File: config.mk
export PLATFORM = sky130hd
export DESIGN_NAME = ex_stage_pipe
export DESIGN_NICKNAME = d
export VERILOG_FILES = /design/src/rtl/ex_pkg.sv /design/src/rtl/ex_mult_seq.sv /design/src/rtl/ex_stage_pipe.sv
export SDC_FILE = /design/constraint.sdc
export NUM_CORES = 1
export LEC_CHECK = 0
export CORE_MARGIN = 1.5
export CORE_UTILIZATION = 29
export DETAILED_ROUTE_END_ITERATION = 8
export SYNTH_ARGS = -nofsm -noshare
export SYNTH_HDL_FRONTEND = slang
export SYNTH_SLANG_ARGS = --single-unit
File: constraint.sdc
create_clock -name clk -period 2.2 [get_ports clk]
set_input_delay 0.33 -clock clk [delete_from_list [all_inputs] [get_ports clk]]
set_output_delay 0.33 -clock clk [all_outputs]
set_load 0.01 [all_outputs]
File: src/rtl/ex_pkg.sv
// Shared definitions for the execute stage: ALU operation enum, funct codes,
// FSM state type, pass-through control bundle and the ALU decode helper.
package ex_pkg;

  typedef enum logic [2:0] {
    ALU_ADD,
    ALU_SUB,
    ALU_AND,
    ALU_OR,
    ALU_SLT,
    ALU_MULT,
    ALU_NONE
  } alu_op_e;

  typedef enum logic {
    ST_IDLE,
    ST_MUL
  } ex_state_e;

  localparam logic [5:0] FUNCT_ADD  = 6'b100000;
  localparam logic [5:0] FUNCT_SUB  = 6'b100010;
  localparam logic [5:0] FUNCT_AND  = 6'b100100;
  localparam logic [5:0] FUNCT_OR   = 6'b100101;
  localparam logic [5:0] FUNCT_SLT  = 6'b101010;
  localparam logic [5:0] FUNCT_MULT = 6'b011000;

  // Control bits carried unchanged from ID/EX to EX/MEM.
  typedef struct packed {
    logic reg_write;
    logic mem_to_reg;
    logic mem_write;
    logic mem_read;
  } ex_ctrl_t;

  // Map alu_op/funct onto one ALU operation; unknown encodings give ALU_NONE.
  function automatic alu_op_e alu_decode(input logic [1:0] alu_op, input logic [5:0] funct);
    alu_op_e op;
    op = ALU_NONE;
    case (alu_op)
      2'b00: op = ALU_ADD;
      2'b01: op = ALU_SUB;
      2'b10: begin
        case (funct)
          FUNCT_ADD:  op = ALU_ADD;
          FUNCT_SUB:  op = ALU_SUB;
          FUNCT_AND:  op = ALU_AND;
          FUNCT_OR:   op = ALU_OR;
          FUNCT_SLT:  op = ALU_SLT;
          FUNCT_MULT: op = ALU_MULT;
          default:    op = ALU_NONE;
        endcase
      end
      default: op = ALU_NONE;
    endcase
    return op;
  endfunction

endpackage

File: src/rtl/ex_mult_seq.sv
// Iterative shift-add multiplier, one multiplier bit per cycle.
// Ports: clk, rst_n, start (load a/b and begin), abort (drop any run),
//        a/b operands, busy (iterating), done (product valid, held until next
//        start or abort), product (low DATA_W bits of a*b).
module ex_mult_seq #(
  parameter int unsigned DATA_W = 32
) (
  input  logic              clk,
  input  logic              rst_n,
  input  logic              start,
  input  logic              abort,
  input  logic [DATA_W-1:0] a,
  input  logic [DATA_W-1:0] b,
  output logic              busy,
  output logic              done,
  output logic [DATA_W-1:0] product
);
  localparam int unsigned CNT_W = $clog2(DATA_W + 1);
  localparam logic [CNT_W-1:0] LAST = CNT_W'(DATA_W);

  logic              run;
  logic [CNT_W-1:0]  cnt;
  logic [DATA_W-1:0] mcand;
  logic [DATA_W-1:0] mplier;
  logic [DATA_W-1:0] acc;

  // Only the low DATA_W product bits are kept, so the multiplicand simply
  // shifts out of range instead of needing a 2*DATA_W accumulator.
  always_ff @(posedge clk or negedge rst_n) begin
    if (!rst_n) begin
      run    <= 1'b0;
      cnt    <= '0;
      mcand  <= '0;
      mplier <= '0;
      acc    <= '0;
    end else if (abort) begin
      run    <= 1'b0;
      cnt    <= '0;
      mcand  <= '0;
      mplier <= '0;
      acc    <= '0;
    end else if (start) begin
      run    <= 1'b1;
      cnt    <= '0;
      mcand  <= a;
      mplier <= b;
      acc    <= '0;
    end else if (run && (cnt != LAST)) begin
      if (mplier[0]) acc <= acc + mcand;
      mcand  <= mcand << 1;
      mplier <= mplier >> 1;
      cnt    <= cnt + CNT_W'(1);
    end
  end

  assign busy    = run && (cnt != LAST);
  assign done    = run && (cnt == LAST);
  assign product = acc;

endmodule

File: src/rtl/ex_stage_pipe.sv
// Execute pipeline stage between ID/EX and EX/MEM valid/ready handshakes.
// Single-cycle ALU ops register their result one cycle after acceptance;
// mult (only when EX_STAGE_MULT_EN is defined) runs on ex_mult_seq and
// stalls the input for DATA_W+1 cycles. Without the macro, mult decodes as an
// unknown op (result 0, latency 1).
// Ports: clk, rst_n; in_valid/in_ready with operands rs_data, rt_data, imm,
//        register indices rt/rd, decode controls alu_src, reg_dst, alu_op,
//        funct and pass-through controls; flush; out_valid/out_ready with
//        out_alu, out_wd, out_rtrd and out_* controls (zero when not valid).
module ex_stage_pipe
  import ex_pkg::*;
#(
  parameter int unsigned DATA_W = 32,
  parameter int unsigned REG_AW = 5
) (
  input  logic              clk,
  input  logic              rst_n,
  input  logic              in_valid,
  output logic              in_ready,
  input  logic [DATA_W-1:0] rs_data,
  input  logic [DATA_W-1:0] rt_data,
  input  logic [DATA_W-1:0] imm,
  input  logic [REG_AW-1:0] rt,
  input  logic [REG_AW-1:0] rd,
  input  logic              alu_src,
  input  logic              reg_dst,
  input  logic [1:0]        alu_op,
  input  logic [5:0]        funct,
  input  logic              reg_write,
  input  logic              mem_to_reg,
  input  logic              mem_write,
  input  logic              mem_read,
  input  logic              flush,
  output logic              out_valid,
  input  logic              out_ready,
  output logic [DATA_W-1:0] out_alu,
  output logic [DATA_W-1:0] out_wd,
  output logic [REG_AW-1:0] out_rtrd,
  output logic              out_reg_write,
  output logic              out_mem_to_reg,
  output logic              out_mem_write,
  output logic              out_mem_read
);

  alu_op_e           op;
  logic [DATA_W-1:0] opb;
  logic [DATA_W-1:0] alu_res;
  logic [REG_AW-1:0] dst;
  ex_ctrl_t          ctrl_in;
  ex_ctrl_t          out_ctrl;

  logic              room;
  logic              drain;
  logic              idle;
  logic              accept;
  logic              is_mult;
  logic              load_alu;
  logic              mul_load;
  logic [DATA_W-1:0] mul_product;
  logic [DATA_W-1:0] pend_wd;
  logic [REG_AW-1:0] pend_rtrd;
  ex_ctrl_t          pend_ctrl;

  // Operand mux, destination mux and single-cycle ALU.
  always_comb begin
    op      = alu_decode(alu_op, funct);
    opb     = alu_src ? imm : rt_data;
    dst     = reg_dst ? rd : rt;
    ctrl_in = {reg_write, mem_to_reg, mem_write, mem_read};
    alu_res = '0;
    case (op)
      ALU_ADD: alu_res = rs_data + opb;
      ALU_SUB: alu_res = rs_data - opb;
      ALU_AND: alu_res = rs_data & opb;
      ALU_OR:  alu_res = rs_data | opb;
      ALU_SLT: alu_res = DATA_W'($signed(rs_data) < $signed(opb));
      default: alu_res = '0;
    endcase
  end

  assign room     = !out_valid || out_ready;
  assign drain    = out_valid && out_ready;
  assign in_ready = idle && room;
  assign accept   = in_valid && in_ready && !flush;
  assign load_alu = accept && !is_mult;

`ifdef EX_STAGE_MULT_EN
  ex_state_e state;
  ex_state_e state_nx;
  logic      mul_busy;
  logic      mul_done;

  assign is_mult = (op == ALU_MULT);
  assign idle    = (state == ST_IDLE);
  // Product only moves into the output register once that register is free.
  assign mul_load = (state == ST_MUL) && mul_done && !mul_busy && room && !flush;

  ex_mult_seq #(.DATA_W(DATA_W)) u_mult (
    .clk     (clk),
    .rst_n   (rst_n),
    .start   (accept && is_mult),
    .abort   (flush),
    .a       (rs_data),
    .b       (opb),
    .busy    (mul_busy),
    .done    (mul_done),
    .product (mul_product)
  );

  // State register.
  always_ff @(posedge clk or negedge rst_n) begin
    if (!rst_n) state <= ST_IDLE;
    else        state <= state_nx;
  end

  // Next-state logic; flush wins over everything.
  always_comb begin
    state_nx = state;
    if (flush) begin
      state_nx = ST_IDLE;
    end else begin
      case (state)
        ST_IDLE: if (accept && is_mult) state_nx = ST_MUL;
        ST_MUL:  if (mul_load)          state_nx = ST_IDLE;
        default: state_nx = ST_IDLE;
      endcase
    end
  end

  // Side-band fields of the mult, held while it iterates.
  always_ff @(posedge clk or negedge rst_n) begin
    if (!rst_n) begin
      pend_wd   <= '0;
      pend_rtrd <= '0;
      pend_ctrl <= '0;
    end else if (accept && is_mult) begin
      pend_wd   <= rt_data;
      pend_rtrd <= dst;
      pend_ctrl <= ctrl_in;
    end
  end
`else
  assign is_mult     = 1'b0;
  assign idle        = 1'b1;
  assign mul_load    = 1'b0;
  assign mul_product = '0;
  assign pend_wd     = '0;
  assign pend_rtrd   = '0;
  assign pend_ctrl   = '0;
`endif

  // EX/MEM output register; payload is forced to zero whenever invalid.
  always_ff @(posedge clk or negedge rst_n) begin
    if (!rst_n) begin
      out_valid <= 1'b0;
      out_alu   <= '0;
      out_wd    <= '0;
      out_rtrd  <= '0;
      out_ctrl  <= '0;
    end else if (flush || (drain && !load_alu && !mul_load)) begin
      out_valid <= 1'b0;
      out_alu   <= '0;
      out_wd    <= '0;
      out_rtrd  <= '0;
      out_ctrl  <= '0;
    end else if (load_alu) begin
      out_valid <= 1'b1;
      out_alu   <= alu_res;
      out_wd    <= rt_data;
      out_rtrd  <= dst;
      out_ctrl  <= ctrl_in;
    end else if (mul_load) begin
      out_valid <= 1'b1;
      out_alu   <= mul_product;
      out_wd    <= pend_wd;
      out_rtrd  <= pend_rtrd;
      out_ctrl  <= pend_ctrl;
    end
  end

  assign {out_reg_write, out_mem_to_reg, out_mem_write, out_mem_read} = out_ctrl;

endmodule

# --- Word-level counts from Yosys, hierarchy flattened ---
# Cells that the tools add are included.
word_totals:
  wordCells: 52
  ff_bits: 74
op_classes:
  addsub: 2
  n_reduce_logical: 12
  eq_ne: 12
  n_lt_le_gt_ge: 1
  mux: 15
  bitwise_logic: 2
op_table:
  columns: ["operator", "count"]
  rows:
  - ["32-bit 2-to-1 mux", 5]
  - ["32-bit case mux with 5 select lines", 1]
  - ["32-bit adder", 1]
  - ["32-bit bitwise AND", 1]
  - ["32-bit < comparator", 1]
  - ["32-bit bitwise OR", 1]
  - ["32-bit subtractor", 1]
  - ["6-bit equality test (second input constant)", 5]
  - ["3-bit case mux with 6 select lines", 1]
  - ["5-bit 2-to-1 mux", 3]
  - ["3-bit case mux with 3 select lines", 1]
  - ["4-bit 2-to-1 mux", 2]
  - ["3-bit by 2-bit equality test with 1-bit output (second input constant)", 2]
  - ["6-bit by 5-bit equality test with 1-bit output (second input constant)", 1]
  - ["1-bit logical AND", 4]
  - ["3-bit by 1-bit equality test with 1-bit output (second input constant)", 1]
  - ["3-bit equality test (second input constant)", 1]
  - ["1-bit logical NOT", 3]
  - ["3-bit logical NOT", 1]
  - ["2-bit by 1-bit equality test with 1-bit output (second input constant)", 1]
  - ["2-bit equality test (second input constant)", 1]
  - ["2-bit logical NOT", 1]
  - ["1-bit logical OR", 2]
  - ["1-bit 2-to-1 mux", 2]
  - ["2-bit nonzero test", 1]

# --- Logic depth before layout (Yosys ltp) ---
logic_depth:
  word_depth: 8
  mapped_depth: 15

# --- Worst setup path before layout ---
# OpenSTA, ideal clock, no wires.
synth_timing:
  kind: "input -> register"
  start: "in alu_src"
  end: "reg out_alu[26]"
  path_slack_ns: -1.870
  setup_ns: 0.132
  stages: 15
  n_path_buf: 2
  arrival_time_ns: 3.939
  path_cell_list: "clkbuf_1 > buf_1 > mux2i_1 > inv_1 > fa_1 > a21o_1 > a221oi_2 > a311oi_1 > or4_4 > nand4_2 > a31oi_2 > and3_1 > a31oi_1 > nor3_1 > or3b_1"
synth_between:
  elab_chain_cells: 5
  word_cells_on_any_way: 8
synth_lines:
  columns: ["item", "line", "text"]
  rows:
  - ["from (decl)", "ex_stage_pipe.sv:25", "input logic alu_src,"]
  - ["32-bit 2-to-1 mux (*)", "ex_stage_pipe.sv:67", "opb = alu_src ? imm : rt_data;"]
  - ["32-bit subtractor (tied with other cells)", "ex_stage_pipe.sv:73", "ALU_SUB: alu_res = rs_data - opb;"]
  - ["32-bit case mux with 5 select lines (*)", "ex_stage_pipe.sv:71", "case (op)"]
  - ["32-bit 2-to-1 mux (*)", "ex_stage_pipe.sv:166", "end else if (load_alu) begin"]
  - ["32-bit 2-to-1 mux (*)", "ex_stage_pipe.sv:160", "end else if (flush || (drain && !load_alu && !mul_load)) begin"]
  - ["to (signal assigned)", "ex_stage_pipe.sv:168", "out_alu <= alu_res;"]
  - ["to (signal assigned)", "ex_stage_pipe.sv:174", "out_alu <= mul_product;"]
  - ["to (decl)", "ex_stage_pipe.sv:36", "output logic [DATA_W-1:0] out_alu,"]
# Every way passes the cells marked *; elsewhere a longest branch is shown, timed or not. The select of a mux whose other input is x is not followed.
# A chain may end at the register's enable or synchronous reset.

# --- Worst setup path in the final report ---
layout_timing:
  start: "in alu_src"
  end: "reg out_alu[28]"
# Same word-level chain as after synthesis.

==> results by group <==
Place
  – Final HPWL from detailed placement: 24.2 mm
  – Dpl ws: -1770 ps
  – Count of input and output buffers: 199
  – Total instance count after detailed placement: around 1800
  – Final weighted congestion of routability-driven global placement: 0.917
  – Post-place instance area: 12600 sq um

Power and ir drop
  – Reported leakage power: about 6.7 nW
  – Total power after layout: 6.52 mW
  – VDD IR-drop max: between 300 and 400 uV
  – Cell area power density: 457 nW/um^2

Run status
  – Violated checks: setup timing
  – Outcome: complete, but fails checks

Die
  – Core region area: ~27000 sq um
  – I/O Pins: 200
  – Effective utilization at floorplan: 0.295
  – Die width: 168 microns
  – Die span in y: around 170 microns
  – Die Area: about 28000 sq um
  – Cell row count: 60

Drt
  – Overall via count from detail_route: ~9600
  – Initial detailed-routing violation count: between 500 and 600
  – Number of nets with antenna violations after routing: 0
  – Number of DRC violations after detailed routing: 0
  – Sum of routed wire length over all layers: 32.6 mm
  – First-pass iteration count of the detailed router: 5
  – Average wire length per cell after detail routing: 17.6 microns
  – Via count normalized by instance count: slightly above 5

Timing
  – Number of hold violations in the final report: 0
  – Worst slew margin relative to its limit: 0.608
  – Final setup violation count: 29
  – Setup repair after global routing missed its margin: yes
  – Slew at the pin with the worst max-slew slack: 588 ps
  – Achievable Freq: 315 MHz
  – Setup Total Neg Slack: -20970 ps
  – Hold Slack: roughly 250 ps
  – Minimum period implied by the final worst setup slack: approximately 3200 ps
  – Period utilisation layout: 1.44
  – Worst setup slack after layout: -975 ps
  – Fin Clk Skew: 7.30 ps
  – Final Slew Violations: 0

Global route
  – Antenna violations before repair: 0
  – GRT met2 Usage: 0.376
  – Grt total ovfl: 0
  – Largest net degree at the start of global routing: 40
  – Global-route wire length before repair: ~50 mm
  – Number of global-route vias before repair: 9526
  – Routing usage on met1: 0.293
  – Most used routing layer: met2
  – Grt met3 use: 0.0329
  – All-Layer GR Usage: 0.222

Clocking
  – Master cell of the clock root buffer: sky130_fd_sc_hd__clkbuf_16
  – Clk sinks: 74
  – CTS tree: yes
  – Clock Latency Late Sink: 360 ps
  – Number of buffers added by the clock tree synthesis step: 9
  – Deepest level of the CTS H-tree: 3
  – Clock buffer depth: 2
  – Clk pin slew, worst setup/hold paths: 70 ps

Critical path
  – Start-to-end type of the worst setup path: in2reg
  – Required time of the critical path: 2480 ps
  – CP Cell Sequence: buf_8 -> buf_8 -> buf_4 -> mux2i_4 -> inv_2 -> ha_1 -> a21o_1 -> a221oi_4 -> a311oi_2 -> or4_4 -> a41o_1 -> a21oi_2 -> o21a_2 -> mux2i_2 -> o31ai_1 -> a21oi_1
  – Critical Path Source: alu_src
  – Top fanout value on the critical path: 4
  – Crit path buf inv count: 4
  – Type of element capturing the critical path: register
  – Slowest cell on crit path: sky130_fd_sc_hd__or4_4
  – Worst path top cell family by delay: compound AO/OA/AOI/OAI gates
  – Biggest cell delay along the critical path: 480 ps
  – Crit-path most repeated cell: sky130_fd_sc_hd__buf_8
  – Arrival time of data at the critical path endpoint: 3450 ps
  – Launching element type of the critical path: input pin
  – Reg-to-Reg Start: out_valid
  – Reg-to-reg setup timing slack: 150 ps

Synth
  – Distinct cell type count after synthesis: 72
  – Count of state elements after synthesis: 74
  – Most instantiated cells after synthesis: 124 x sky130_fd_sc_hd__nand2_1, 114 x sky130_fd_sc_hd__ha_1, 96 x sky130_fd_sc_hd__a21oi_1
  – Cell area after synthesis: 7900 sq um
  – Most repeated cell in the gate-level netlist after synthesis: sky130_fd_sc_hd__nand2_1
  – Yosys warning count: 0
  – Mean Syn Cell Area: ~7.8 sq um
  – Area share of the leading cell type in the synthesized netlist: 0.235
  – Sequential cell area fraction in the yosys report: 0.235
  – Main synth FF type: sky130_fd_sc_hd__dfrtp_1
  – Number of enable flip-flop cells after synthesis: 0
  – Share of flip-flops with an asynchronous set or reset after synthesis: 1.00
  – Syn Nets: ~1200
  – Post-synthesis cell type with the largest combined area: sky130_fd_sc_hd__dfrtp_1
  – Post-Syn Instances: 1007
  – Most area-consuming cells after synthesis: sky130_fd_sc_hd__dfrtp_1 23%, sky130_fd_sc_hd__ha_1 18%, sky130_fd_sc_hd__a21oi_1 6.1%, sky130_fd_sc_hd__nand2_1 5.9%, sky130_fd_sc_hd__o21ai_0 5.2%

Cells and area
  – Count of nets after finishing: 1751
  – Area added between synthesis and finish: 80.6%
  – Number of antenna cells inserted: 0
  – Share of the core filled with cells: 0.532
  – Fraction of layout instances using a drive strength above 1: 0.347
  – Filler-free cell count of the finished design: 1856
  – Registers with the most flip-flops: out_alu (32), out_wd (32), out_rtrd (5)
  – Post-route cell area: 14300 sq um

Hold path
  – Path class of the lowest-slack min-delay path: in2reg
  – Critical hold path startpoint: rt_data[0]

Run
  – Max-capacitance violation count: 0
## worst register-to-register path, stage by stage (launching register included)
cell                       delay [ps]
sky130_fd_sc_hd__dfrtp_1          400
sky130_fd_sc_hd__nand2b_1         100
sky130_fd_sc_hd__nand2_1           70
sky130_fd_sc_hd__nor2_1           150
sky130_fd_sc_hd__buf_4            210
sky130_fd_sc_hd__nand2_1          120
sky130_fd_sc_hd__nor2_1           260
sky130_fd_sc_hd__buf_4            170
sky130_fd_sc_hd__buf_4            210
sky130_fd_sc_hd__nand2_1           70
sky130_fd_sc_hd__o21ai_0           90
sky130_fd_sc_hd__a221oi_2          50
sky130_fd_sc_hd__o21ai_1           80
## placed cells by master (no fill, tap or decap), types with 9 or more instances in the layout
| cell | netlist | layout |
|---|---|---|
| sky130_fd_sc_hd__buf_4 | 0 | 301 |
| sky130_fd_sc_hd__clkdlybuf4s50_1 | 0 | 179 |
| sky130_fd_sc_hd__nand2_1 | 124 | 123 |
| sky130_fd_sc_hd__ha_1 | 114 | 106 |
| sky130_fd_sc_hd__inv_1 | 92 | 86 |
| sky130_fd_sc_hd__a21oi_1 | 96 | 79 |
| sky130_fd_sc_hd__dfrtp_1 | 74 | 74 |
| sky130_fd_sc_hd__nor2_1 | 66 | 60 |
| sky130_fd_sc_hd__o21ai_0 | 82 | 44 |
| sky130_fd_sc_hd__buf_6 | 0 | 29 |
| sky130_fd_sc_hd__o21ai_1 | 1 | 27 |
| sky130_fd_sc_hd__mux2i_1 | 38 | 22 |
| sky130_fd_sc_hd__a21o_1 | 17 | 16 |
| sky130_fd_sc_hd__a22o_1 | 15 | 15 |
| sky130_fd_sc_hd__a21oi_2 | 1 | 15 |
| sky130_fd_sc_hd__a22oi_1 | 20 | 14 |
| sky130_fd_sc_hd__dlygate4sd2_1 | 0 | 12 |
| sky130_fd_sc_hd__o21ai_2 | 0 | 11 |
| sky130_fd_sc_hd__o21a_1 | 10 | 10 |
| sky130_fd_sc_hd__xnor2_1 | 10 | 10 |
| sky130_fd_sc_hd__o221ai_1 | 10 | 10 |
| sky130_fd_sc_hd__buf_12 | 0 | 10 |
| sky130_fd_sc_hd__mux2i_2 | 0 | 9 |
| sky130_fd_sc_hd__o21bai_1 | 12 | 9 |
| sky130_fd_sc_hd__clkbuf_16 | 0 | 9 |
## cell families (layout without fill, tap and decap cells)
kind of cell | count (synthesis) | count (layout) | synth area share
AO/OA/AOI/OAI | 358 | 358 | 0.297
XOR/XNOR | 10 | 10 | 0.0111
adder cells (fa/ha/maj) | 116 | 116 | 0.186
buffers and inverters | 144 | 652 | 0.0691
flip-flops | 74 | 74 | 0.235
multiplexers | 38 | 38 | 0.0482
AND/OR/NAND/NOR | 267 | 267 | 0.154
## power by group
part | internal (mW) | leakage, nW | switching [mW]
sequential | 1.45 | 0.997 | 0.0592
combinational | 1.81 | 5.55 | 1.70
clock | 0.798 | 0.131 | 0.713
## area by class of cell
cell class                 instances  area, sq um
clock inverter                     6         41.3
sequential                        74         1850
multi-input combinational        789         6570
clock buffer                      10          239
tap                              341          427
fill                            2380        12500
timing repair buffer             544         4790
inverter                          92          345
## final timing paths
kind                                to  cells after the start
max                        out_alu[28]                     16
min                          out_wd[0]                      2
max reg2reg                out_alu[29]                     12
min reg2reg                 out_alu[4]                      2
max in group asynchronous   out_wd[22]                      3
min in group asynchronous    out_wd[9]                      2
## timing repair
item	in CTS	in global routing
gates resized for setup	163	94
pin swaps	82	78
buffers inserted	30	27
hold buffers	1	0
gates cloned	0	2
endpoints found under the setup margin	32	32
endpoints found under the hold margin	7	0
## metal layers
metal	share of wire	vias to the layer above	wire [microns]
met2	0.47	338	15400
met4	0.022	0	716
met5	0	-	0
met3	0.054	52	1770
met1	0.45	4645	14800
li1	-	4614	-
Note: power is estimated with default switching activity, not from simulation.
